## src/rtl/read_control.sv

```systemverilog
// Read-side pointer and flag logic for a dual-pointer FIFO. The wrap bit on
// each pointer tells full from empty; rd_underflow stays set until uf_clr.
module read_control #(
  parameter int ADDR_WIDTH = 4,
  parameter int AE_THRESH  = 2
) (
  input  logic                  clk,
  input  logic                  reset_n,
  input  logic                  rd_valid,
  input  logic [ADDR_WIDTH:0]   wr_addr,
  input  logic                  uf_clr,
  output logic                  rd_en,
  output logic [ADDR_WIDTH:0]   rd_addr,
  output logic                  rd_empty,
  output logic                  wr_full,
  output logic                  rd_almost_empty,
  output logic [ADDR_WIDTH:0]   rd_level,
  output logic                  rd_data_valid,
  output logic                  rd_underflow
);

  localparam logic [ADDR_WIDTH:0] DEPTH  = {1'b1, {ADDR_WIDTH{1'b0}}};
  localparam logic [ADDR_WIDTH:0] AE_LVL = (ADDR_WIDTH+1)'(AE_THRESH);
  localparam logic [ADDR_WIDTH:0] ONE    = (ADDR_WIDTH+1)'(1);

  logic [ADDR_WIDTH:0] level_raw;
  logic                uf_event;

  assign rd_empty  = (wr_addr == rd_addr);
  assign wr_full   = (wr_addr[ADDR_WIDTH] != rd_addr[ADDR_WIDTH]) &&
                     (wr_addr[ADDR_WIDTH-1:0] == rd_addr[ADDR_WIDTH-1:0]);
  assign level_raw = wr_addr - rd_addr;
  // Clamp guards against an out-of-range write pointer ever reporting > depth.
  assign rd_level  = (level_raw > DEPTH) ? DEPTH : level_raw;
  assign rd_almost_empty = (rd_level <= AE_LVL);
  assign rd_en     = rd_valid && !rd_empty;
  assign uf_event  = rd_valid && rd_empty;

  always_ff @(posedge clk or negedge reset_n) begin
    if (!reset_n) begin
      rd_addr       <= '0;
      rd_data_valid <= 1'b0;
      rd_underflow  <= 1'b0;
    end else begin
      if (rd_en) rd_addr <= rd_addr + ONE;
      rd_data_valid <= rd_en;
      // Set has priority over clear so a coincident event is never lost.
      if (uf_event)    rd_underflow <= 1'b1;
      else if (uf_clr) rd_underflow <= 1'b0;
    end
  end

endmodule

```

## config.mk

```make
export PLATFORM = sky130hd
export DESIGN_NAME = read_control
export DESIGN_NICKNAME = d
export VERILOG_FILES = /design/src/rtl/read_control.sv
export SDC_FILE = /design/constraint.sdc
export NUM_CORES = 1
export LEC_CHECK = 0
export BUFFER_PORTS_ARGS = -buffer_cell sky130_fd_sc_hd__buf_4
export CAP_MARGIN = 20
export CORE_AREA = 2 2 39 41
export CTS_BUF_LIST = sky130_fd_sc_hd__clkbuf_8
export DETAILED_ROUTE_END_ITERATION = 10
export DIE_AREA = 0 0 41 43
export GPL_TIMING_DRIVEN = 0
export PLACE_DENSITY = 0.69
export SYNTH_ARGS = -nofsm -noshare
export SYNTH_HDL_FRONTEND = slang
export SYNTH_SLANG_ARGS = --single-unit
```

## constraint.sdc

```tcl
create_clock -name clk -period 1.7 [get_ports clk]
set_input_delay 0.17 -clock clk [delete_from_list [all_inputs] [get_ports clk]]
set_output_delay 0.17 -clock clk [all_outputs]
set_load 0.01 [all_outputs]
```

==> flow_summary.yaml, run 1 <==
synthesis:
  synth_top_family_by_area: "simple AND/OR/NAND/NOR gates"
  muxShareOfSynthArea: 0.0223
  synth_simple_gate_area_frac: 0.196
  netlist-cell-type-count: 22
  post_synthesis_adder_cell_area_fraction: 0.164
  post_synth.cell_area_avg_um2: 9.70
  synth_seq_area_share: 0.347
  synth_nets: 67
  synth_area_um2: 504
  synth_compound_gate_area_share: 0.0645
  synth_cells: 52
  synth_area_in_xor_xnor: 0.154
  synth.yosys.warnings: 0
  yosys_register_bits: 7
timing:
  final_setup_vio_count: 7
  highest_clock_frequency_the_design_can_meet_ghz: 0.480
  layout_setup_ws_ns: -0.383
  final-hold-violation-count: 0
  post-route-min-period_ns: 2.08
  finalCritPeriodShare: 1.23
  worst_slew_margin_rel: 0.733
  grt_setup_unrepaired: "yes"
  worst_tran_pin_value_ns: 0.400
  final_max_slew_violation_count: 0
  worst_clock_skew_ns: 0.00161
drt:
  via_count: 498
  vias_per_cell: 4.70
  drt.antenna.violating_nets: 0
  detail_route.wirelength_um: 1230
  drt_iter0_drc: 1
  drt_drc_violations_left: 0
  route.detailed.wl_per_inst_um: 11.6
  dr.pass1.iters: 3
placement:
  post-place-ws_ns: -0.217
  placement.cell_area_um2: 759
  portbufs: 24
  gp_routability_congestion: 0.652
  hpwl_um: 898
  placed_cells_incl_taps: 92
die:
  coreArea_mm2: 0.00138
  placement_rows: 14
  floorplan_die_area_mm2: 0.00176
  die_width_um: 41
  initial_utilization: 0.364
  die_y_um: 43
  boundaryPins: 25
critical_path:
  crit_path_max_fanout: 6
  r2r_path_start: "rd_addr[1]"
  crit_type: "reg -> out"
  setup.reg_to_reg.worst_slack_ns: 0.05
  worst-r2r-cell-count: 6
  worst-endpoint-arrival_ns: 1.91
  cp_endpoint_kind: "output port"
  startpoint_type: "register"
  worstPathRequired_ns: 1.53
  critical_path.reg2reg.endpoint: "rd_addr[1]"
  crit_end: "rd_almost_empty"
  timing.critical_path.from: "rd_addr[0]"
clock_network:
  clock_sink_count: 7
  tritoncts: "yes"
  htree_num_levels: 1
  cts-buffers-inserted: 3
  worstSkewPairLatency_ns: 0.22
  clockRootBuffer: "sky130_fd_sc_hd__clkbuf_8"
  max-clock-path-buffers: 2
  cts.reportedPaths.clkPinSlew_ns: 0.04
cells_and_area:
  final_cell_count_without_fillers: 106
  antennaDiodeCount: 0
  post_route_cells_drive_above_1_share: 0.633
  utilization: 0.682
  area.sequential_um2: 178
  fin_area_um2: 943
  multi_input_area_um2: 405
  area.growth.synth_to_final_pct: 87.1
  fill_cells: 106
  finish.net_count: 106
grt:
  globalRouteOverflowTotal: 0
  grt_start_max_net_pins: 8
  groute.usage.overall: 0.148
  grt_first_pass_wirelength_um: 1750
  via_count_of_the_first_global_routing_pass: 459
  number_of_antenna_violations_at_the_first_check_in_global_routing: 0
pwr:
  max-vdd-ir-drop_mv: 1.04
  power.leakage_nw: 0.446
  power_per_cell_area_mw_per_mm2: 2160
  finalPower_mw: 2.04
status:
  status: "complete, but fails checks"
  failed_checks: "negative setup slack"
worst_hold_path:
  hold_path_class: "in -> reg"
run:
  count_of_maximum_capacitance_violations: 0
## synth_stat cells
library cell,n,area share
sky130_fd_sc_hd__nor2_1,8,0.060
sky130_fd_sc_hd__dfrtp_1,7,0.35
sky130_fd_sc_hd__inv_1,7,0.052
sky130_fd_sc_hd__ha_1,5,0.12
sky130_fd_sc_hd__xnor2_1,4,0.069
sky130_fd_sc_hd__xor2_1,3,0.052
sky130_fd_sc_hd__nand2_1,2,0.015
sky130_fd_sc_hd__nor2b_1,2,0.025
sky130_fd_sc_hd__a21oi_1,1,0.0099
sky130_fd_sc_hd__a221oi_1,1,0.017
sky130_fd_sc_hd__fa_1,1,0.040
sky130_fd_sc_hd__mux2_1,1,0.022
sky130_fd_sc_hd__nand2b_1,1,0.012
sky130_fd_sc_hd__nand3_1,1,0.0099
sky130_fd_sc_hd__nand4_1,1,0.012
sky130_fd_sc_hd__nor2_2,1,0.012
sky130_fd_sc_hd__nor3b_2,1,0.025
sky130_fd_sc_hd__nor4_2,1,0.025
sky130_fd_sc_hd__o21ai_0,1,0.0099
sky130_fd_sc_hd__o21ai_1,1,0.0099
sky130_fd_sc_hd__o21ai_2,1,0.017
sky130_fd_sc_hd__xor2_2,1,0.032
## metal layers
metal	vias to the layer above	GRT usage	part of all wire
met1	228	0.171	0.37
met4	0	0.0800	0.011
met5	-	0	0
met2	21	0.244	0.53
met3	2	0.0209	0.080
li1	247	-	-
## cell type report
cell class,count,area share
Timing Repair Buffer,34,0.285
Multi-Input combinational cell,38,0.430
Clock buffer,3,0.0438
Sequential cell,7,0.188
Inverter,7,0.0279
Clock inverter,1,0.00398
Tap cell,16,0.0212
## what timing repair did
item | CTS | global route
endpoints found under the setup margin | 10 | 11
pin swaps | 6 | 3
cloned | 0 | 0
setup buffers | 6 | 3
endpoints found under the hold margin | 7 | 0
hold buffers | 1 | 0
resized for setup | 10 | 3
## state kept, by name (all words and copies together) (netlist names)
register / cells
rd_data_valid: 1
rd_addr: 5
rd_underflow: 1
## cell usage in the layout, fill, tap and decap left out
master,n
sky130_fd_sc_hd__nand2_1,2
sky130_fd_sc_hd__o21ai_1,1
sky130_fd_sc_hd__nor2b_1,2
sky130_fd_sc_hd__xor2_2,1
sky130_fd_sc_hd__o21ai_0,1
sky130_fd_sc_hd__xnor2_4,1
sky130_fd_sc_hd__dlygate4sd3_1,1
sky130_fd_sc_hd__inv_2,3
sky130_fd_sc_hd__dfrtp_2,2
sky130_fd_sc_hd__inv_1,5
sky130_fd_sc_hd__nor4_2,1
sky130_fd_sc_hd__buf_4,30
sky130_fd_sc_hd__buf_6,3
sky130_fd_sc_hd__clkbuf_8,3
sky130_fd_sc_hd__nor3b_2,1
sky130_fd_sc_hd__dfrtp_1,5
sky130_fd_sc_hd__a21oi_4,1
sky130_fd_sc_hd__nor2_2,2
sky130_fd_sc_hd__nor2_1,7
sky130_fd_sc_hd__o21ai_2,1
sky130_fd_sc_hd__a221oi_2,1
sky130_fd_sc_hd__nand4_1,1
sky130_fd_sc_hd__mux2_4,1
sky130_fd_sc_hd__ha_1,1
sky130_fd_sc_hd__nand3_1,1
sky130_fd_sc_hd__xnor2_1,3
sky130_fd_sc_hd__nand2b_4,1
sky130_fd_sc_hd__ha_4,4
sky130_fd_sc_hd__xor2_1,3
sky130_fd_sc_hd__fa_2,1
## worst min path at each step
stage / start / endpoint / slack [ns] / cells after the start
after floorplan: reset_n / rd_addr[0] / -0.13 / 0
after global placement: reset_n / rd_underflow / -0.01 / 1
after detailed placement: reset_n / rd_addr[4] / -0.02 / 1
after CTS: uf_clr / rd_underflow / 0.11 / 2
after global routing: uf_clr / rd_underflow / 0.13 / 2
final: uf_clr / rd_underflow / 0.12 / 2
## metrics by stage
step | hold slack (ns) | TNS [ns]
2_1_floorplan | -0.126 | -0.448
3_3_place_gp | -0.0146 | -1.01
3_5_place_dp | -0.0169 | -1.09
4_1_cts | 0.115 | -2.09
5_1_grt | 0.129 | -2.74
6_report | 0.119 | -1.98
## cell families after synthesis
group           after synthesis
mux                           1
fa+ha+maj                     6
simple gates                 18
flops                         7
xor+xnor                      8
buf+inv                       7
compound gates                5
## critical path: stages, from the launching register on
cell and delay (ns):
sky130_fd_sc_hd__dfrtp_2 0.41, sky130_fd_sc_hd__ha_4 0.16, sky130_fd_sc_hd__fa_2 0.35, sky130_fd_sc_hd__nand2b_4 0.16, sky130_fd_sc_hd__a21oi_4 0.17, sky130_fd_sc_hd__xnor2_4 0.11, sky130_fd_sc_hd__nor3b_2 0.18, sky130_fd_sc_hd__buf_4 0.14
## power by group
| group | internal [mW] | total, mW | switching [mW] | leakage [nW] |
|---|---|---|---|---|
| logic | 0.818 | 1.50 | 0.686 | 0.337 |
| registers | 0.244 | 0.314 | 0.0707 | 0.0821 |
| clock network | 0.155 | 0.220 | 0.0649 | 0.0269 |
| total | 1.22 | 2.04 | 0.822 | 0.446 |
No activity file was read; power rests on OpenSTA's default activity.
==> inputs of run 2 (changes only) <==
- RECOVER_POWER: default -> 100
- SKIP_CTS_REPAIR_TIMING: default -> 1
==> flow_summary.yaml, run 2 (synthesis gave the netlist of run 1 again) <==
critical_path:
  startpoint_type: "register"
  worstPathRequired_ns: 1.53
  crit_type: "reg -> out"
  crit_path_max_fanout: 6
  worst-endpoint-arrival_ns: 1.91
  cp_endpoint_kind: "output port"
drt:
  dr.pass1.iters: 2
  via_count: 479
  drt.antenna.violating_nets: 0
  route.detailed.wl_per_inst_um: 11.6
  drt_iter0_drc: 4
  detail_route.wirelength_um: 1200
  drt_drc_violations_left: 0
  vias_per_cell: 4.65
clock_network:
  clock_sink_count: 7
  cts.reportedPaths.clkPinSlew_ns: 0.04
  htree_num_levels: 1
  tritoncts: "yes"
  clockRootBuffer: "sky130_fd_sc_hd__clkbuf_8"
  cts-buffers-inserted: 3
  worstSkewPairLatency_ns: 0.23
  max-clock-path-buffers: 2
die:
  coreArea_mm2: 0.00138
  boundaryPins: 25
  initial_utilization: 0.364
  die_width_um: 41
  die_y_um: 43
  placement_rows: 14
  floorplan_die_area_mm2: 0.00176
grt:
  grt_start_max_net_pins: 8
  number_of_antenna_violations_at_the_first_check_in_global_routing: 0
  grt_first_pass_wirelength_um: 1620
  via_count_of_the_first_global_routing_pass: 418
  groute.usage.overall: 0.136
  globalRouteOverflowTotal: 0
timing:
  final-hold-violation-count: 0
  final_setup_vio_count: 8
  final.setup.tns_ns: -2.10
  post-route-min-period_ns: 2.08
  highest_clock_frequency_the_design_can_meet_ghz: 0.481
  final_max_slew_violation_count: 0
  finalCritPeriodShare: 1.22
  worst_slew_margin_rel: 0.731
  worst_clock_skew_ns: 0.00212
  worst_tran_pin_value_ns: 0.403
  layout_setup_ws_ns: -0.381
  grt_setup_unrepaired: "yes"
cells_and_area:
  largest_register: "rd_addr"
  final_cell_count_without_fillers: 103
  layout.cells.most_common: "sky130_fd_sc_hd__buf_4"
  post_route_cells_drive_above_1_share: 0.540
  area.growth.synth_to_final_pct: 75.4
  final_cell_mix: "sky130_fd_sc_hd__buf_4, sky130_fd_sc_hd__nor2_1, sky130_fd_sc_hd__inv_1, sky130_fd_sc_hd__clkbuf_1, sky130_fd_sc_hd__dfrtp_1"
  antennaDiodeCount: 0
  reg.largest.list: "rd_addr x5, rd_data_valid x1, rd_underflow x1"
  finish.net_count: 103
  fill_cells: 115
  max_ffs_per_register: 5
status:
  status: "complete, but fails checks"
  failed_checks: "negative setup slack"
run:
  count_of_maximum_capacitance_violations: 0
placement:
  gp_routability_congestion: 0.652
  portbufs: 24
  post-place-ws_ns: -0.217
  placed_cells_incl_taps: 92
  hpwl_um: 898
worst_hold_path:
  hold_path_class: "in -> reg"
pwr:
  power_per_cell_area_mw_per_mm2: 2200
  max-vdd-ir-drop_mv: 0.977
  power.leakage_nw: 0.405
==> run 2: changes by cell type in the layout (fill, tap and decap cells not counted) <==
cell                       previous run  this run
sky130_fd_sc_hd__clkbuf_4             0         1
sky130_fd_sc_hd__nor2_1               7         8
sky130_fd_sc_hd__mux2_4               1         0
sky130_fd_sc_hd__mux2_1               0         1
sky130_fd_sc_hd__clkbuf_1             0         5
sky130_fd_sc_hd__buf_6                3         0
sky130_fd_sc_hd__buf_4               30        24
sky130_fd_sc_hd__nor2_2               2         1
==> run 2: routing by layer <==
layer / vias up / routed length [um] / GRT usage
li1: 240 / - / -
met1: 216 / 455 / 0.161
met2: 21 / 626 / 0.216
met3: 2 / 97 / 0.0262
met4: 0 / 19 / 0.0800
met5: - / 0 / 0
==> run 2: path summary, 6_finish.rpt <==
kind                                   endpoint  slack (ns)    startpoint  depth (start not counted)
worst max register to register       rd_addr[1]        0.03    rd_addr[1]                          5
worst min-delay path               rd_underflow        0.12        uf_clr                          2
worst max-delay path            rd_almost_empty       -0.38    rd_addr[0]                          7
max in group asynchronous            rd_addr[0]        1.07       reset_n                          2
worst min register to register     rd_underflow        0.52  rd_underflow                          2
min in group asynchronous            rd_addr[2]        0.35       reset_n                          2
==> run 2: power breakdown <==
group | switching [mW] | total [mW] | internal (mW)
clock | 0.0677 | 0.223 | 0.156
sequential | 0.0713 | 0.315 | 0.244
combinational | 0.666 | 1.41 | 0.744
==> run 2: critical path: stages (launching register included) <==
cell and delay (ns):
sky130_fd_sc_hd__dfrtp_2 0.41, sky130_fd_sc_hd__ha_4 0.16, sky130_fd_sc_hd__fa_2 0.35, sky130_fd_sc_hd__nand2b_4 0.16, sky130_fd_sc_hd__a21oi_4 0.17, sky130_fd_sc_hd__xnor2_4 0.11, sky130_fd_sc_hd__nor3b_2 0.18, sky130_fd_sc_hd__buf_4 0.14
==> run 2: layout make-up <==
class | instances | area [um2] | area share
clock inverter | 1 | 3.75 | 0.00424
timing repair buffer | 31 | 216 | 0.245
tap | 16 | 20.0 | 0.0226
sequential | 7 | 178 | 0.201
inverter | 7 | 26.3 | 0.0297
multi-input combinational | 38 | 399 | 0.451
clock buffer | 3 | 41.3 | 0.0467
==> run 2: metrics by stage <==
stage	hold slack [ns]	utilization	area [um2]	total power [mW]
finish	0.116	0.639	885	1.95
global route	0.129	0.639	885	2.10
floorplan	-0.126	-	559	1.07
global placement	-0.0146	0.549	759	1.52
detailed placement	-0.0169	0.549	759	1.53
CTS	-0.256	0.581	805	1.76
